--- src/rtl/serial_pkg.sv ---
// Shared definitions for the serial transmitter and its companion receiver:
// FSM state encoding and the frame-shape constants.
package serial_pkg;

    localparam int DATA_BITS  = 8;
    localparam int START_BITS = 1;
    localparam int STOP_BITS  = 1;

    typedef enum logic [2:0] {
        IDLE   = 3'd0,
        START  = 3'd1,
        DATA   = 3'd2,
        PARITY = 3'd3,
        STOP   = 3'd4
    } tx_state_t;

    // Number of bit periods in one frame, with or without the parity bit.
    function automatic int frame_bits(input bit parity_en);
        return START_BITS + DATA_BITS + (parity_en ? 1 : 0) + STOP_BITS;
    endfunction

endpackage

--- src/rtl/serial_tx_if.sv ---
// Byte-in / serial-out bus of the transmitter.
// Handshake: a byte moves on a posedge where valid_in and ready_out are both 1
// (and clear is 0). The producer keeps data_in stable while valid_in is high
// and ready_out is low; ready_out never depends combinationally on valid_in.
interface serial_tx_if;
    import serial_pkg::*;

    logic [DATA_BITS-1:0] data_in;
    logic                 valid_in;
    logic                 ready_out;
    logic                 tx_out;
    logic                 busy;

    modport master (
        output data_in,
        output valid_in,
        input  ready_out,
        input  tx_out,
        input  busy
    );

    modport slave (
        input  data_in,
        input  valid_in,
        output ready_out,
        output tx_out,
        output busy
    );

endinterface

--- src/rtl/serial_tx_bit_timer.sv ---
// Bit-period timer: counts 0..CLKS_PER_BIT-1 while enabled and pulses tick in
// the last cycle of each bit period, wrapping back to 0 on that cycle.
module bit_timer #(
    parameter int CLKS_PER_BIT = 4
) (
    input  logic clock,
    input  logic clear,
    input  logic enable,
    output logic tick
);

    localparam logic [7:0] LAST_COUNT = 8'(CLKS_PER_BIT - 1);

    logic [7:0] r_count;

    assign tick = enable && (r_count == LAST_COUNT);

    // Advance the count while a frame is in progress; wrap at the bit boundary.
    always_ff @(posedge clock) begin
        if (clear) begin
            r_count <= 8'd0;
        end else if (enable) begin
            if (tick) begin
                r_count <= 8'd0;
            end else begin
                r_count <= r_count + 8'd1;
            end
        end
    end

endmodule

--- src/rtl/serial_tx.sv ---
// UART-style serial transmitter: start bit, 8 data bits LSB first, optional
// even parity, one stop bit. The line idles high and is always register-driven.
module serial_tx
    import serial_pkg::*;
#(
    parameter int CLKS_PER_BIT = 4,
    parameter bit PARITY_EN    = 1'b1
) (
    input  logic        clock,
    input  logic        clear,
    serial_tx_if.slave  bus,
    output tx_state_t   o_dbg_state
);

    tx_state_t            r_state;
    logic                 r_tx;
    logic                 r_ready;
    logic                 r_busy;
    logic [DATA_BITS-1:0] r_shreg;
    logic [2:0]           r_bit_idx;

    logic                 w_tick;
    logic                 w_timer_en;
    logic                 w_accept;
    logic [2:0]           w_next_idx;

    assign w_timer_en = (r_state != IDLE);
    assign w_accept   = bus.valid_in && r_ready;
    assign w_next_idx = r_bit_idx + 3'd1;

    bit_timer #(
        .CLKS_PER_BIT(CLKS_PER_BIT)
    ) u_bit_timer (
        .clock (clock),
        .clear (clear),
        .enable(w_timer_en),
        .tick  (w_tick)
    );

    // Frame sequencer; tx_out, ready_out and busy are all set here as registers.
    always_ff @(posedge clock) begin
        if (clear) begin
            r_state   <= IDLE;
            r_tx      <= 1'b1;
            r_ready   <= 1'b1;
            r_busy    <= 1'b0;
            r_shreg   <= '0;
            r_bit_idx <= 3'd0;
        end else begin
            case (r_state)
                IDLE: begin
                    if (w_accept) begin
                        r_state   <= START;
                        r_tx      <= 1'b0;
                        r_ready   <= 1'b0;
                        r_busy    <= 1'b1;
                        r_shreg   <= bus.data_in;
                        r_bit_idx <= 3'd0;
                    end
                end
                START: begin
                    if (w_tick) begin
                        r_state <= DATA;
                        r_tx    <= r_shreg[0];
                    end
                end
                DATA: begin
                    if (w_tick) begin
                        if (r_bit_idx == 3'(DATA_BITS - 1)) begin
                            if (PARITY_EN) begin
                                r_state <= PARITY;
                                r_tx    <= ^r_shreg;
                            end else begin
                                r_state <= STOP;
                                r_tx    <= 1'b1;
                            end
                        end else begin
                            r_bit_idx <= w_next_idx;
                            r_tx      <= r_shreg[w_next_idx];
                        end
                    end
                end
                PARITY: begin
                    if (w_tick) begin
                        r_state <= STOP;
                        r_tx    <= 1'b1;
                    end
                end
                STOP: begin
                    // Returning to IDLE guarantees one ready cycle between frames.
                    if (w_tick) begin
                        r_state   <= IDLE;
                        r_tx      <= 1'b1;
                        r_ready   <= 1'b1;
                        r_busy    <= 1'b0;
                        r_bit_idx <= 3'd0;
                    end
                end
                default: begin
                    r_state <= IDLE;
                    r_tx    <= 1'b1;
                    r_ready <= 1'b1;
                    r_busy  <= 1'b0;
                end
            endcase
        end
    end

    assign bus.tx_out    = r_tx;
    assign bus.ready_out = r_ready;
    assign bus.busy      = r_busy;
    assign o_dbg_state   = r_state;

endmodule

--- src/flat_wrapper.sv ---
// flat-port wrapper written by rule: the top's interface ports become plain ports
module serial_tx_flat import serial_pkg::*;
#(
    parameter int CLKS_PER_BIT = 4,
    parameter bit PARITY_EN    = 1'b1
)
  (clock, clear, o_dbg_state, bus_data_in, bus_valid_in, bus_ready_out, bus_tx_out, bus_busy);
  serial_tx_if bus_i ();
  input  logic clock;
  input  logic clear;
  output tx_state_t o_dbg_state;
  input wire logic [$bits(bus_i.data_in)-1:0] bus_data_in;
  input wire logic [$bits(bus_i.valid_in)-1:0] bus_valid_in;
  output wire logic [$bits(bus_i.ready_out)-1:0] bus_ready_out;
  output wire logic [$bits(bus_i.tx_out)-1:0] bus_tx_out;
  output wire logic [$bits(bus_i.busy)-1:0] bus_busy;
  assign bus_i.data_in = bus_data_in;
  assign bus_i.valid_in = bus_valid_in;
  assign bus_ready_out = bus_i.ready_out;
  assign bus_tx_out = bus_i.tx_out;
  assign bus_busy = bus_i.busy;
  serial_tx #(.CLKS_PER_BIT(CLKS_PER_BIT), .PARITY_EN(PARITY_EN)) u_core (.clock(clock), .clear(clear), .bus(bus_i), .o_dbg_state(o_dbg_state));
endmodule
--- config.mk ---
export PLATFORM = sky130hd
export DESIGN_NAME = serial_tx_flat
export DESIGN_NICKNAME = d
export VERILOG_FILES = /design/src/rtl/serial_pkg.sv /design/src/rtl/serial_tx_if.sv /design/src/rtl/serial_tx_bit_timer.sv /design/src/rtl/serial_tx.sv /design/src/flat_wrapper.sv
export SDC_FILE = /design/constraint.sdc
export NUM_CORES = 1
export LEC_CHECK = 0
export ABC_AREA = 1
export ABC_CLOCK_PERIOD_IN_PS = 1600
export BUFFER_PORTS_ARGS = -buffer_cell sky130_fd_sc_hd__buf_2
export CORE_ASPECT_RATIO = 0.6
export CORE_MARGIN = 1
export CORE_UTILIZATION = 45
export CTS_CLUSTER_SIZE = 40
export DETAILED_ROUTE_END_ITERATION = 8
export SLEW_MARGIN = 15
export SYNTH_ARGS = -nofsm -noshare
export SYNTH_HDL_FRONTEND = slang
export SYNTH_SLANG_ARGS = --single-unit
--- constraint.sdc ---
create_clock -name clock -period 1.6 [get_ports clock]
set_input_delay 0.32 -clock clock [delete_from_list [all_inputs] [get_ports clock]]
set_output_delay 0.32 -clock clock [all_outputs]
set_load 0.005 [all_outputs]
After elaboration in Yosys (flattened, before gate mapping)
Index checks and enable logic that the tools add are counted.
{ "totals": {"regBits": 25, "word_cells": 62} }
{ "classes": {"addsub": 2, "magnitude_cmp": 1, "n_eq_ne": 14, "n_mux": 24, "bitwise_logic": 1, "reduce_logical": 13} }
{ "op_table": {"columns": ["cell", "count"], "rows": [
  ["3-bit 2-to-1 mux", 9],
  ["3-bit one-hot mux with 5 select lines", 1],
  ["2-bit != test (second input constant)", 5],
  ["3-bit one-hot mux with 3 select lines", 1],
  ["8-bit by 1-bit adder with 8-bit output (second input constant)", 1],
  ["8-bit by 2-bit == test with 1-bit output (second input constant)", 1],
  ["1-bit 2-to-1 mux", 8],
  ["8-bit 2-to-1 mux", 1],
  ["8-bit XOR reduction", 1],
  ["3-bit by 2-bit == test with 1-bit output (second input constant)", 2],
  ["3-bit == test (second input constant)", 2],
  ["2-bit by 1-bit != test with 1-bit output (second input constant)", 3],
  ["1-bit one-hot mux with 3 select lines", 2],
  ["6-bit AND reduction", 1],
  ["3-bit nonzero test", 2],
  ["5-bit AND reduction", 1],
  ["3-bit by 4-bit < comparator with 1-bit output (second input constant)", 1],
  ["1-bit one-hot mux with 4 select lines", 1],
  ["4-bit AND reduction", 1],
  ["3-bit by 1-bit adder with 3-bit output (second input constant)", 1],
  ["1-bit binary-select mux with 3-bit select", 1],
  ["3-bit by 1-bit == test with 1-bit output (second input constant)", 1],
  ["3-bit zero test", 1],
  ["3-bit AND reduction", 1],
  ["other kinds (5)", 6]
]} }

Depth between registers and ports, before layout
{ "depth": {"depth_word": 6, "mapped_depth": 10} }

By module
From an unflattened synthesis, not the netlist that was laid out.
{ "hier_totals": {"hier_cells": 237, "area_unflattened_um2": 1498.9} }
{ "modules_own_cells": {"columns": ["module", "n_inst", "cells_per_inst", "area_each_um2"], "rows": [
  ["serial_tx", 1, 174, 1067.3],
  ["bit_timer", 1, 63, 431.7]
]} }

Least setup slack after synthesis
No wires, ideal clock.
{ "synth_timing": {"path_type": "register -> register", "from": "register u_core.r_bit_idx[0]", "to": "register u_core.r_bit_idx[0]", "setup_time_ns": 0.064, "arrival_time_ns": 1.262, "required_ns": 1.536, "path_slack_ns": 0.274, "path_stages_with_launch": 8, "n_path_buf": 0, "period_less_slack_ns": 1.326, "path_cell_list": "dfxtp_1 ha_1 ha_1 o21ai_2 nand2_2 nor2_4 nor2_1 nor2_1"} }
{ "synth_between": {"elab_chain_cells": 4, "elab_cells_between_ends": 7, "classes_between": "add/sub: 1; eq/ne: 2; mux: 3; reduce/logical: 1"} }
{ "synth_lines": {"columns": ["item", "line_no", "text"], "rows": [
  ["from (decl)", "serial_tx.sv:20", "logic [2:0] r_bit_idx;"],
  ["from (signal assigned)", "serial_tx.sv:78", "r_bit_idx <= w_next_idx;"],
  ["3-bit by 1-bit adder with 3-bit output", "serial_tx.sv:29", "assign w_next_idx = r_bit_idx + 3'd1;"],
  ["3-bit 2-to-1 mux", "serial_tx.sv:69", "if (r_bit_idx == 3'(DATA_BITS - 1)) begin"],
  ["3-bit 2-to-1 mux", "serial_tx.sv:68", "if (w_tick) begin"],
  ["3-bit one-hot mux with 3 select lines", "serial_tx.sv:50", "case (r_state)"]
]} }
Several ways; a longest one is shown, not always the timed one. The select of a mux whose other input is x is not followed.
A chain may end at the register's enable or synchronous reset.

Final worst setup path
Same ends and word-level chain as after synthesis.

==> out/qor.csv <==
stage;metric;value;unit
routing;drt pass-1 iters;4;
layout;most common cell after layout, fill and taps aside;nand2_1;
sta;final setup violating endpoints;0;
critical_path;worst-path fanout max;7;
synth;#FFs+latches synth;25;
cts;Clock Tree Buf Depth;2;
power;P_leak;0.0008139;uW
placed_design;routability cong.;0.8386;
synth;area leader, netlist;dfxtp_1;
floorplan;FP Rows;15;
routing;DRC;0;
synth;Synth cell types;29;
floorplan;Die Span Y;46.82;microns
synth;Post-Synthesis Cell Area;1506;sq um
cts;Clock Sinks;25;
cts;htree depth;1;
grt;first-pass GRT wire length;5437;microns
sta;fmax;0.6723;GHz
routing;routed vias/inst;4.857;
cts;Clock Latency Late Sink;0.28;ns
layout;Layout area overhead;13.46;%
sta;Worst Tran Pin Value;0.3005;ns
cts;CTS clock-pin slew for the worst setup and hold paths;0.09;ns
sta;worst rel slew slack;79.89;%
power;Pwr Total;3428;uW
flow_run;max cap viols;0;
floorplan;initial core utilization;49.86;%
grt;largest net degree at the start of global routing;18;
sta;final period utilization;92.97;%
cts;Post-CTS Hold Fix Bufs;0;
critical_path;crit-path max cell delay;0.37;ns
synth;synth warn;0;
grt;initial antenna violation count;0;
synth;Mapped Nets;246;
critical_path;critical path endpoint category;register;
cts;Root Buffer Master;clkbuf_8;
layout;commonest cells after routing, fill and taps aside;nand2_1, inv_1, nor2_1, dfxtp_1, buf_2;
synth;share of the synthesized area in the top cell type;33.22;%
floorplan;die width;76.70;microns
routing;DRT iter0 DRCs;38;
critical_path;R2R Setup Slk;0.11;ns
routing;Detail Route Antenna Nets;0;
power;PwrDens;2005;nW/um^2
critical_path;cell-by-cell trace of the critical path;ha_1, ha_1, o21ai_4, nand2_2, nor2_4, nor2_1, nor2_1;
cts;Inserted Clock Buffers;3;
layout;layout cells sized above 1;19.05;%
layout;FILL cells;287;
floorplan;Die Footprint;3590;sq um
min_path;Worst Hold Class;in -> reg;
layout;fin nets;267;
placed_design;post-detail-place hpwl;2570;microns
floorplan;CORE AREA;3022;sq um
routing;routed wire length;3322;microns
routing;WL per Instance;11.30;microns
cts;CTS tree;built;
critical_path;slowest cell on the critical path;dfxtp_2;
floorplan;boundary pin count;17;
run_status;status;finished, final reports clean;
sta;clk_skew;0.01136;ns
sta;Hold Vio Cnt, Final;0;
synth;Mapped Cells;232;
layout;number of antenna cells inserted;0;
power;Peak VDD IR;1.085;mV
sta;final worst path period need;1.488;ns
grt;vias in the first global route;1176;
critical_path;Worst Setup Start Kind;register;
synth;sequential fraction of the synthesis area;33.22;%
synth;Syn Area/Cell;6.493;sq um
critical_path;Setup Crit Path Kind;reg -> reg;
layout;final core occ;56.56;%
routing;via count;1428;
placed_design;Port-buffer cells;16;
sta;max-slew violation count;0;
critical_path;Crit path required time;1.81;ns
critical_path;Critical Path AT;1.70;ns
synth;Synth area leaders;dfxtp_1, nand2_1, inv_1;
grt;Overall Global Routing Usage;20.06;%
grt;Congestion Overflow GR;0;
where the power goes:
group	switching [uW]	total (uW)	leakage (uW)	internal [uW]
Sequential	193	1020	0.000206	829
Combinational	1280	2010	0.000586	725
Clock	220	397	0.0000217	177
Total	1700	3430	0.000814	1730
cell usage after synthesis:
cell,instances
nor3b_2,1
xor2_1,2
nor2_1,26
nor2_4,2
o21ai_0,11
nand2_8,1
inv_1,27
o21ai_1,1
a211oi_1,2
a21oi_1,13
a21oi_2,2
o21ai_2,1
ha_1,3
nand3_1,12
buf_2,1
nand3_4,1
nand3_2,1
nand2_1,79
buf_4,1
dfxtp_1,25
nand4_1,5
nand2_4,2
inv_2,2
nand2_2,4
o211ai_1,1
nand3b_1,1
nor2_2,3
nor3_1,1
xnor2_1,1
metal layers:
metal  vias to the layer above  wire [microns]  track usage, %
met5                         -               0               0
met4                         0               8           2.308
met3                         2             175           4.854
met2                        29            1298           30.36
met1                       621            1840           29.83
li1                        776               -               -
sequential cells by signal, indices dropped and copies added, names as in the netlist:
name,cells
u_core.bus.busy,1
u_core.bus.ready_out,1
u_core.r_shreg,8
u_core.u_bit_timer.r_count,8
u_core.r_bit_idx,3
u_core.o_dbg_state,3
u_core.bus.tx_out,1
path summary, 6_finish.rpt:
check                                              startpoint                             to  cells past startpoint
worst max-delay path                      u_core.r_bit_idx[0]            u_core.r_bit_idx[0]                      7
worst max register to register            u_core.r_bit_idx[0]            u_core.r_bit_idx[0]                      7
worst min register to register  u_core.u_bit_timer.r_count[0]  u_core.u_bit_timer.r_count[0]                      1
worst min-delay path                                    clear                u_core.bus.busy                      2
through the flow:
stage / hold WS [ns] / cells / area [sq um] / TNS, ns / setup slack (ns)
floorplan: 0.3824 / 232 / 1506 / 0 / 0.2738
global placement: 0.4480 / 290 / 1642 / 0 / 0.1326
detailed placement: 0.4548 / 290 / 1642 / 0 / 0.09510
CTS: 0.2934 / 294 / 1690 / 0 / 0.05965
global route: 0.2940 / 294 / 1709 / -0.0008418 / -0.0008418
finish: 0.2958 / 294 / 1709 / 0 / 0.1125
cell families (layout without fill, tap and decap cells):
family,count (synthesis),after routing,share of synthesized area (%)
AO/OA/AOI/OAI,31,31,11.54
XOR/XNOR,3,3,1.745
adder cells (fa/ha/maj),3,3,2.492
buffers and inverters,31,51,8.057
flip-flops,25,25,33.22
AND/OR/NAND/NOR,139,139,42.94
timing repair:
item | in CTS | in global routing
setup endpoints to repair | 0 | 6
buffers inserted | 0 | 0
resized for setup | 0 | 7
hold endpoints to repair | 0 | 0
layout make-up:
class | count | area, sq um | share of cell area (%)
sequential | 25 | 504.2 | 29.50
multi-input combinational | 176 | 899.6 | 52.64
inverter | 29 | 108.9 | 6.369
clock inverter | 1 | 7.507 | 0.4392
timing repair buffer | 18 | 95.09 | 5.564
clock buffer | 3 | 41.29 | 2.416
tap | 42 | 52.55 | 3.075
critical path, delay by kind of cell, from the launching register on:
kind                       cells  cell delay (ns)
AOI/OAI and AO/OA              1             0.22
adders and majority gates      2             0.46
DFF                            1             0.37
and+or+nand+nor                4             0.37
No activity file was read; power rests on OpenSTA's default activity.
